File: src/rtl/uart_pixel_loader.sv
// UART byte-stream parser feeding the TFT/SDRAM frame controller: decodes load/show
// commands, packs byte pairs into RGB565 words, buffers them and tracks the write address.
module uart_pixel_loader #(
    parameter int         H_ACTIVE = 800,
    parameter int         V_ACTIVE = 480,
    parameter int         FIFO_AW  = 4,
    parameter logic [7:0] HDR_LOAD = 8'hA5,
    parameter logic [7:0] HDR_SHOW = 8'h5A
) (
    input  logic        clk,
    input  logic        rst,
    input  logic [7:0]  rx_data,
    input  logic        rx_valid,
    input  logic        fifo_rd_req,
    input  logic        wr_inc,
    output logic [15:0] fifo_out,
    output logic        fifo_avail,
    output logic [2:0]  page_set,
    output logic [2:0]  page_show,
    output logic [8:0]  row_add_user,
    output logic [9:0]  col_add_user,
    output logic        frame_busy,
    output logic        frame_done,
    output logic        overflow
);

    typedef enum logic [2:0] {
        S_IDLE, S_LOAD_PAGE, S_SHOW_PAGE, S_PIX_HI, S_PIX_LO, S_DRAIN
    } state_t;

    localparam int             DEPTH     = 1 << FIFO_AW;
    localparam logic [18:0]    FRAME_PIX = 19'(H_ACTIVE * V_ACTIVE);
    localparam logic [FIFO_AW:0] FULL_CNT = (FIFO_AW + 1)'(DEPTH);

    state_t       r_state;
    logic [7:0]   r_hi;
    logic [18:0]  r_pix_cnt;
    logic [2:0]   r_page_set;
    logic [2:0]   r_page_show;
    logic [8:0]   r_row;
    logic [9:0]   r_col;
    logic         r_frame_busy;
    logic         r_frame_done;
    logic         r_overflow;

    logic [15:0]        r_mem [DEPTH];
    logic [FIFO_AW-1:0] r_wr_ptr;
    logic [FIFO_AW-1:0] r_rd_ptr;
    logic [FIFO_AW:0]   r_count;
    logic [15:0]        r_fifo_out;

    logic               w_pix_strobe;
    logic               w_load_strobe;
    logic [15:0]        w_word;
    logic               w_full;
    logic               w_push;
    logic               w_pop;
    logic               w_overflow_evt;
    logic [FIFO_AW-1:0] w_rd_ptr_next;
    logic [18:0]        w_pix_cnt_inc;
    logic               w_pix_last;
    logic               w_col_last;
    logic               w_row_last;
    logic               w_wrap;

    assign w_pix_strobe   = rx_valid && (r_state == S_PIX_LO);
    assign w_load_strobe  = rx_valid && (r_state == S_LOAD_PAGE);
    assign w_word         = {r_hi, rx_data};
    assign w_full         = (r_count == FULL_CNT);
    // A pop in the same cycle frees the slot, so a full FIFO still accepts the push.
    assign w_push         = w_pix_strobe && (!w_full || fifo_rd_req);
    assign w_pop          = fifo_rd_req && (r_count != '0);
    assign w_overflow_evt = w_pix_strobe && w_full && !fifo_rd_req;
    assign w_rd_ptr_next  = r_rd_ptr + FIFO_AW'(w_pop);

    assign w_pix_cnt_inc  = r_pix_cnt + 19'd1;
    assign w_pix_last     = (w_pix_cnt_inc == FRAME_PIX);
    assign w_col_last     = (r_col == 10'(H_ACTIVE - 1));
    assign w_row_last     = (r_row == 9'(V_ACTIVE - 1));
    assign w_wrap         = wr_inc && w_col_last && w_row_last;

    always_ff @(posedge clk or negedge rst) begin
        if (!rst) begin
            r_state      <= S_IDLE;
            r_hi         <= '0;
            r_pix_cnt    <= '0;
            r_page_set   <= '0;
            r_page_show  <= '0;
            r_row        <= '0;
            r_col        <= '0;
            r_frame_busy <= 1'b0;
            r_frame_done <= 1'b0;
            r_overflow   <= 1'b0;
        end else begin
            r_frame_done <= w_wrap;
            if (wr_inc) begin
                if (w_col_last) begin
                    r_col <= '0;
                    r_row <= w_row_last ? '0 : r_row + 9'd1;
                end else begin
                    r_col <= r_col + 10'd1;
                end
            end
            if (w_overflow_evt) begin
                r_overflow <= 1'b1;
            end
            // Assignments below override the address advance when a load begins.
            if (rx_valid) begin
                case (r_state)
                    S_IDLE: begin
                        if (rx_data == HDR_LOAD) begin
                            r_state <= S_LOAD_PAGE;
                        end else if (rx_data == HDR_SHOW) begin
                            r_state <= S_SHOW_PAGE;
                        end
                    end
                    S_LOAD_PAGE: begin
                        r_page_set   <= rx_data[2:0];
                        r_row        <= '0;
                        r_col        <= '0;
                        r_overflow   <= 1'b0;
                        r_frame_busy <= 1'b1;
                        r_pix_cnt    <= '0;
                        r_state      <= S_PIX_HI;
                    end
                    S_SHOW_PAGE: begin
                        r_page_show <= rx_data[2:0];
                        r_state     <= S_IDLE;
                    end
                    S_PIX_HI: begin
                        r_hi    <= rx_data;
                        r_state <= S_PIX_LO;
                    end
                    S_PIX_LO: begin
                        r_pix_cnt <= w_pix_cnt_inc;
                        r_state   <= w_pix_last ? S_DRAIN : S_PIX_HI;
                    end
                    default: begin
                    end
                endcase
            end
            if ((r_state == S_DRAIN) && w_wrap) begin
                r_frame_busy <= 1'b0;
                r_state      <= S_IDLE;
            end
        end
    end

    always_ff @(posedge clk) begin
        if (w_push) begin
            r_mem[r_wr_ptr] <= w_word;
        end
    end

    always_ff @(posedge clk or negedge rst) begin
        if (!rst) begin
            r_wr_ptr   <= '0;
            r_rd_ptr   <= '0;
            r_count    <= '0;
            r_fifo_out <= '0;
        end else begin
            r_wr_ptr <= r_wr_ptr + FIFO_AW'(w_push);
            r_rd_ptr <= w_rd_ptr_next;
            r_count  <= r_count + (FIFO_AW + 1)'(w_push) - (FIFO_AW + 1)'(w_pop);
            // Head register: bypass the new word when it becomes the head, otherwise
            // advance to the next stored word on a pop; hold when the FIFO runs empty.
            if (w_push && (r_count == (FIFO_AW + 1)'(w_pop))) begin
                r_fifo_out <= w_word;
            end else if (w_pop && (r_count != (FIFO_AW + 1)'(1))) begin
                r_fifo_out <= r_mem[w_rd_ptr_next];
            end
        end
    end

    assign fifo_out     = r_fifo_out;
    assign fifo_avail   = (r_count != '0);
    assign page_set     = r_page_set;
    assign page_show    = r_page_show;
    assign row_add_user = r_row;
    assign col_add_user = r_col;
    assign frame_busy   = r_frame_busy;
    assign frame_done   = r_frame_done;
    assign overflow     = r_overflow;

endmodule

File: config.mk
export PLATFORM = sky130hd
export DESIGN_NAME = uart_pixel_loader
export DESIGN_NICKNAME = d
export VERILOG_FILES = /design/src/rtl/uart_pixel_loader.sv
export SDC_FILE = /design/constraint.sdc
export NUM_CORES = 1
export LEC_CHECK = 0
export ABC_CLOCK_PERIOD_IN_PS = 3570
export BUFFER_PORTS_ARGS = -buffer_cell sky130_fd_sc_hd__buf_2
export CAP_MARGIN = 0
export CELL_PAD_IN_SITES_DETAIL_PLACEMENT = 1
export CELL_PAD_IN_SITES_GLOBAL_PLACEMENT = 1
export CORE_AREA = 2 2 179 181
export CTS_BUF_LIST = sky130_fd_sc_hd__clkbuf_8
export CTS_CLUSTER_SIZE = 28
export DETAILED_ROUTE_END_ITERATION = 10
export DIE_AREA = 0 0 181 183
export PLACE_DENSITY = 0.83
export REMOVE_ABC_BUFFERS = 1
export SYNTH_ARGS = -nofsm -noshare
export SYNTH_HDL_FRONTEND = slang
export SYNTH_SLANG_ARGS = --single-unit
File: constraint.sdc
create_clock -name clk -period 3.57 [get_ports clk]
set_clock_uncertainty 0.15 [all_clocks]
set_input_delay 0.714 -clock clk [delete_from_list [all_inputs] [get_ports clk]]
set_output_delay 0.714 -clock clk [all_outputs]
set_load 0.005 [all_outputs]
==> results_tabular.tex <==
\begin{tabular}{lr}
\hline
Metric & Value \\
\hline
\multicolumn{2}{l}{\textbf{Outcome}} \\
Run status & finished, final reports clean \\
\multicolumn{2}{l}{\textbf{Power}} \\
Share of total power in the clock network & 27.9\% \\
Switching portion of total power & 30.0\% \\
Largest voltage drop on the vdd net & 0.374 mV \\
Power density over the cells & 718 nW/um\^{}2 \\
Relative contribution of sequential cells to total power & 41.1\% \\
Reported net switching power & 3.53 mW \\
Fraction of power consumed by combinational cells & 30.9\% \\
Static power due to leakage & 6.30 nW \\
Cell internal pwr & 8.22 mW \\
\multicolumn{2}{l}{\textbf{Timing}} \\
Least setup slack across all paths after layout & 203 ps \\
Headroom to the max-slew limit & 14.9\% \\
Total setup violations reported at the end of the flow & 0 \\
Fmax & 0.297 GHz \\
Number of hold violations in the final report & 0 \\
Final critical-path share of the clock period & 94.3\% \\
Setup repair after global routing missed its margin & false \\
Number of pins with negative max-slew slack in the final report & 0 \\
Final period demand of the worst path & 3370 ps \\
Actual transition at the worst max-transition pin & 1270 ps \\
\multicolumn{2}{l}{\textbf{Setup path}} \\
Crit path required time & 3870 ps \\
Sort of element at the start of the critical path & register \\
End of the worst register-to-register path & fifo\_out[7] \\
Worst Path Max Fanout & 8 \\
Capturing element type of the critical path & register \\
R2R cell count & 12 \\
Class of the most critical setup path & reg -> reg \\
Setup slack on the worst flop-to-flop path & 200 ps \\
Worst Path Arrival & 3670 ps \\
Worst reg2reg startpoint & r\_count[3] \\
\multicolumn{2}{l}{\textbf{Place}} \\
Total cell area at the placement stage & 15100 sq um \\
Weighted congestion reported at the end of routability-driven placement & 0.759 \\
Buffers added on ports & 57 \\
Dpl ws & 101 ps \\
Final HPWL DP & 20.9 mm \\
\multicolumn{2}{l}{\textbf{Final layout}} \\
Net count, final & 986 \\
Area Growth Syn to Fin & 16.1\% \\
Final design utilization & 52.4\% \\
Final std cell area, no fill & 16400 sq um \\
Fraction of layout cells with a size suffix above 1 & 29.1\% \\
Antenna cells & 0 \\
\multicolumn{2}{l}{\textbf{Yosys}} \\
Cell count after synthesis & 844 \\
Number of library cell types mapped by synthesis & 53 \\
Mean cell area of the mapped netlist & 16.7 sq um \\
Commonest register cell after synthesis & edfxtp\_1 \\
Post-synthesis register bit count & 343 \\
Count of flip-flops with a built-in enable after synthesis & 256 \\
Sequential cell area fraction in the yosys report & 69.9\% \\
Async set-reset flop share out of synthesis & 25.4\% \\
Post-synthesis instance area & 14100 sq um \\
Warnings from Yosys & 0 \\
\multicolumn{2}{l}{\textbf{Die}} \\
Boundary pin count & 58 \\
Core Region & 31200 sq um \\
Placement row count & 65 \\
Starting density of the core & 45.2\% \\
Die Height & 183 microns \\
Die width & 181 microns \\
Full die area & 33100 sq um \\
\multicolumn{2}{l}{\textbf{Clocking}} \\
Source-to-sink clock delay at the later pin of the worst-skew pair & 600 ps \\
CTS sink count & 343 \\
CTS tree & yes \\
Max H-tree Level & 2 \\
Cts bufs inserted & 54 \\
Root Buffer & clkbuf\_8 \\
Clk slew on worst S/H paths & 60 ps \\
Buffer levels on the longest clock path & 3 \\
\multicolumn{2}{l}{\textbf{Route}} \\
Via density & 5.91 \\
First-pass DRT Iterations & 5 \\
Drt total wl & 36.7 mm \\
Detail Route Antenna Nets & 0 \\
Avg WL per Cell & 26.1 microns \\
Initial drt markers & 676 \\
DR DRC count & 0 \\
Total number of vias & 8306 \\
\multicolumn{2}{l}{\textbf{Run}} \\
Maximum Capacitance Violations & 0 \\
\multicolumn{2}{l}{\textbf{GRT}} \\
Aggregate global-route resource usage & 22.3\% \\
First-pass GRT wire length & 55.2 mm \\
Vias in the first global route & 8922 \\
Largest net degree at the start of global routing & 53 \\
Grt total ovfl & 0 \\
Number of antenna violations at the first check in global routing & 1 \\
\multicolumn{2}{l}{\textbf{Worst hold path}} \\
Hold Path Class & in -> async \\
\hline
\end{tabular}
## repair_timing
item | CTS | global route
setup endpoints to repair | 0 | 14
hold buffers | 0 | 0
resized for setup | 0 | 8
buffers inserted | 0 | 2
## logic make-up (layout without fill, tap and decap cells)
| kind of cell | Yosys count | after routing | share of synthesized area [%] |
|---|---|---|---|
| multiplexers | 93 | 93 | 13.8 |
| AND/OR/NAND/NOR | 229 | 229 | 8.10 |
| XOR/XNOR | 30 | 30 | 1.86 |
| buffers and inverters | 51 | 211 | 1.48 |
| AO/OA/AOI/OAI | 84 | 84 | 3.53 |
| flip-flops | 343 | 343 | 69.9 |
| adder cells (fa/ha/maj) | 14 | 14 | 1.30 |
## power by group through the flow
stage | Sequential (mW) | Clock [mW] | Combinational [mW]
floorplan | 4.84 | 0 | 2.37
global placement | 4.89 | 0 | 3.20
detailed placement | 4.91 | 0 | 3.39
CTS | 4.83 | 3.35 | 3.41
global route | 4.87 | 3.52 | 3.92
finish | 4.83 | 3.28 | 3.64
## critical path, cell delays in order, from the launching register on
cell and delay, ps:
dfrtp_1 390, inv_1 90, ha_1 140, nand2b_1 100, or3_4 350, and2_4 190, ha_4 380, buf_12 140
clkbuf_16 160, mux4_2 500, mux4_2 470, nand2_1 90, a31oi_1 80
## cells in the final DEF, fill, tap and decap left out, types with 5 or more instances in the layout
master      n
xnor2_1     9
nand3_1    23
o21ai_0    30
ha_1       11
nor2_1     56
nor2_2     11
buf_2      56
xor2_1     20
mux4_2     80
buf_4      32
dfrtp_1    87
clkinv_1    5
a31oi_1    20
clkbuf_8   67
a21oi_1    15
nand4_1    12
inv_1      31
buf_12      6
nand2_1    65
edfxtp_1  256
mux2_2     11
and3_1     11
nor4bb_1    5
nand2b_1    9
## cell usage after synthesis (all sizes together), types with 3 or more instances
| cell | instances | area share [%] |
|---|---|---|
| nor2 | 67 | 1.8 |
| or3 | 3 | 0.17 |
| nand3 | 23 | 0.82 |
| a21oi | 15 | 0.53 |
| and3 | 11 | 0.49 |
| nand3b | 4 | 0.21 |
| edfxtp | 256 | 55 |
| xnor2 | 9 | 0.56 |
| nor3 | 7 | 0.25 |
| nor4bb | 5 | 0.35 |
| nand2b | 9 | 0.40 |
| a31oi | 20 | 0.89 |
| inv | 10 | 0.27 |
| mux2 | 11 | 0.88 |
| mux4 | 80 | 13 |
| nand2 | 65 | 1.7 |
| o21ai | 30 | 1.1 |
| xor2 | 21 | 1.3 |
| ha | 13 | 1.2 |
| nor4 | 3 | 0.24 |
| dfrtp | 87 | 15 |
| nand4 | 12 | 0.53 |
| o31ai | 3 | 0.16 |
| clkbuf | 27 | 0.72 |
| buf | 14 | 0.50 |
| a21o | 3 | 0.16 |
| and2 | 6 | 0.27 |
## through the flow
stage | hold WS [ps] | TNS [ps] | power (mW) | instances
5_1_grt | 91.0 | 0 | 12.3 | 1406
3_5_place_dp | 325 | 0 | 8.30 | 1299
6_report | 61.6 | 0 | 11.8 | 1406
4_1_cts | 80.0 | 0 | 11.6 | 1400
3_3_place_gp | 307 | 0 | 8.09 | 1299
2_1_floorplan | 268 | -27310 | 7.22 | 803
## final cells by class
type,instances,area [sq um]
multi-input cells,450,4120
flip-flops and latches,343,9860
clock buffers,67,922
fillers,2956,14900
well taps,402,503
inverters,10,37.5
clock inverters,34,155
repair buffers,100,769
## sequential cells by signal (all words and copies together) (netlist names), 4 cells and up
| name | flops |
|---|---|
| col_add_user | 10 |
| fifo_out | 16 |
| r_count | 5 |
| r_hi | 8 |
| r_mem | 256 |
| r_pix_cnt | 19 |
| r_rd_ptr | 4 |
| r_wr_ptr | 4 |
| row_add_user | 9 |
## worst max path at each step
| stage | start | end | slack [ps] |
|---|---|---|---|
| CTS | r_count[2] | fifo_out[3] | 20 |
| floorplan | r_count[3] | fifo_out[0] | -1670 |
| finish | r_count[3] | fifo_out[7] | 200 |
| global route | r_count[3] | fifo_out[13] | 50 |
| global placement | r_count[3] | fifo_out[1] | 250 |
| detailed placement | r_count[2] | fifo_out[13] | 100 |
## layer usage
metal	up-vias	part of all wire, %	track usage, %
met3	64	6.4	3.89
met5	-	0.030	0
li1	3524	-	-
met1	4422	41	29.1
met2	294	51	39.3
met4	2	1.7	5.50
No activity file was read; power rests on OpenSTA's default activity.
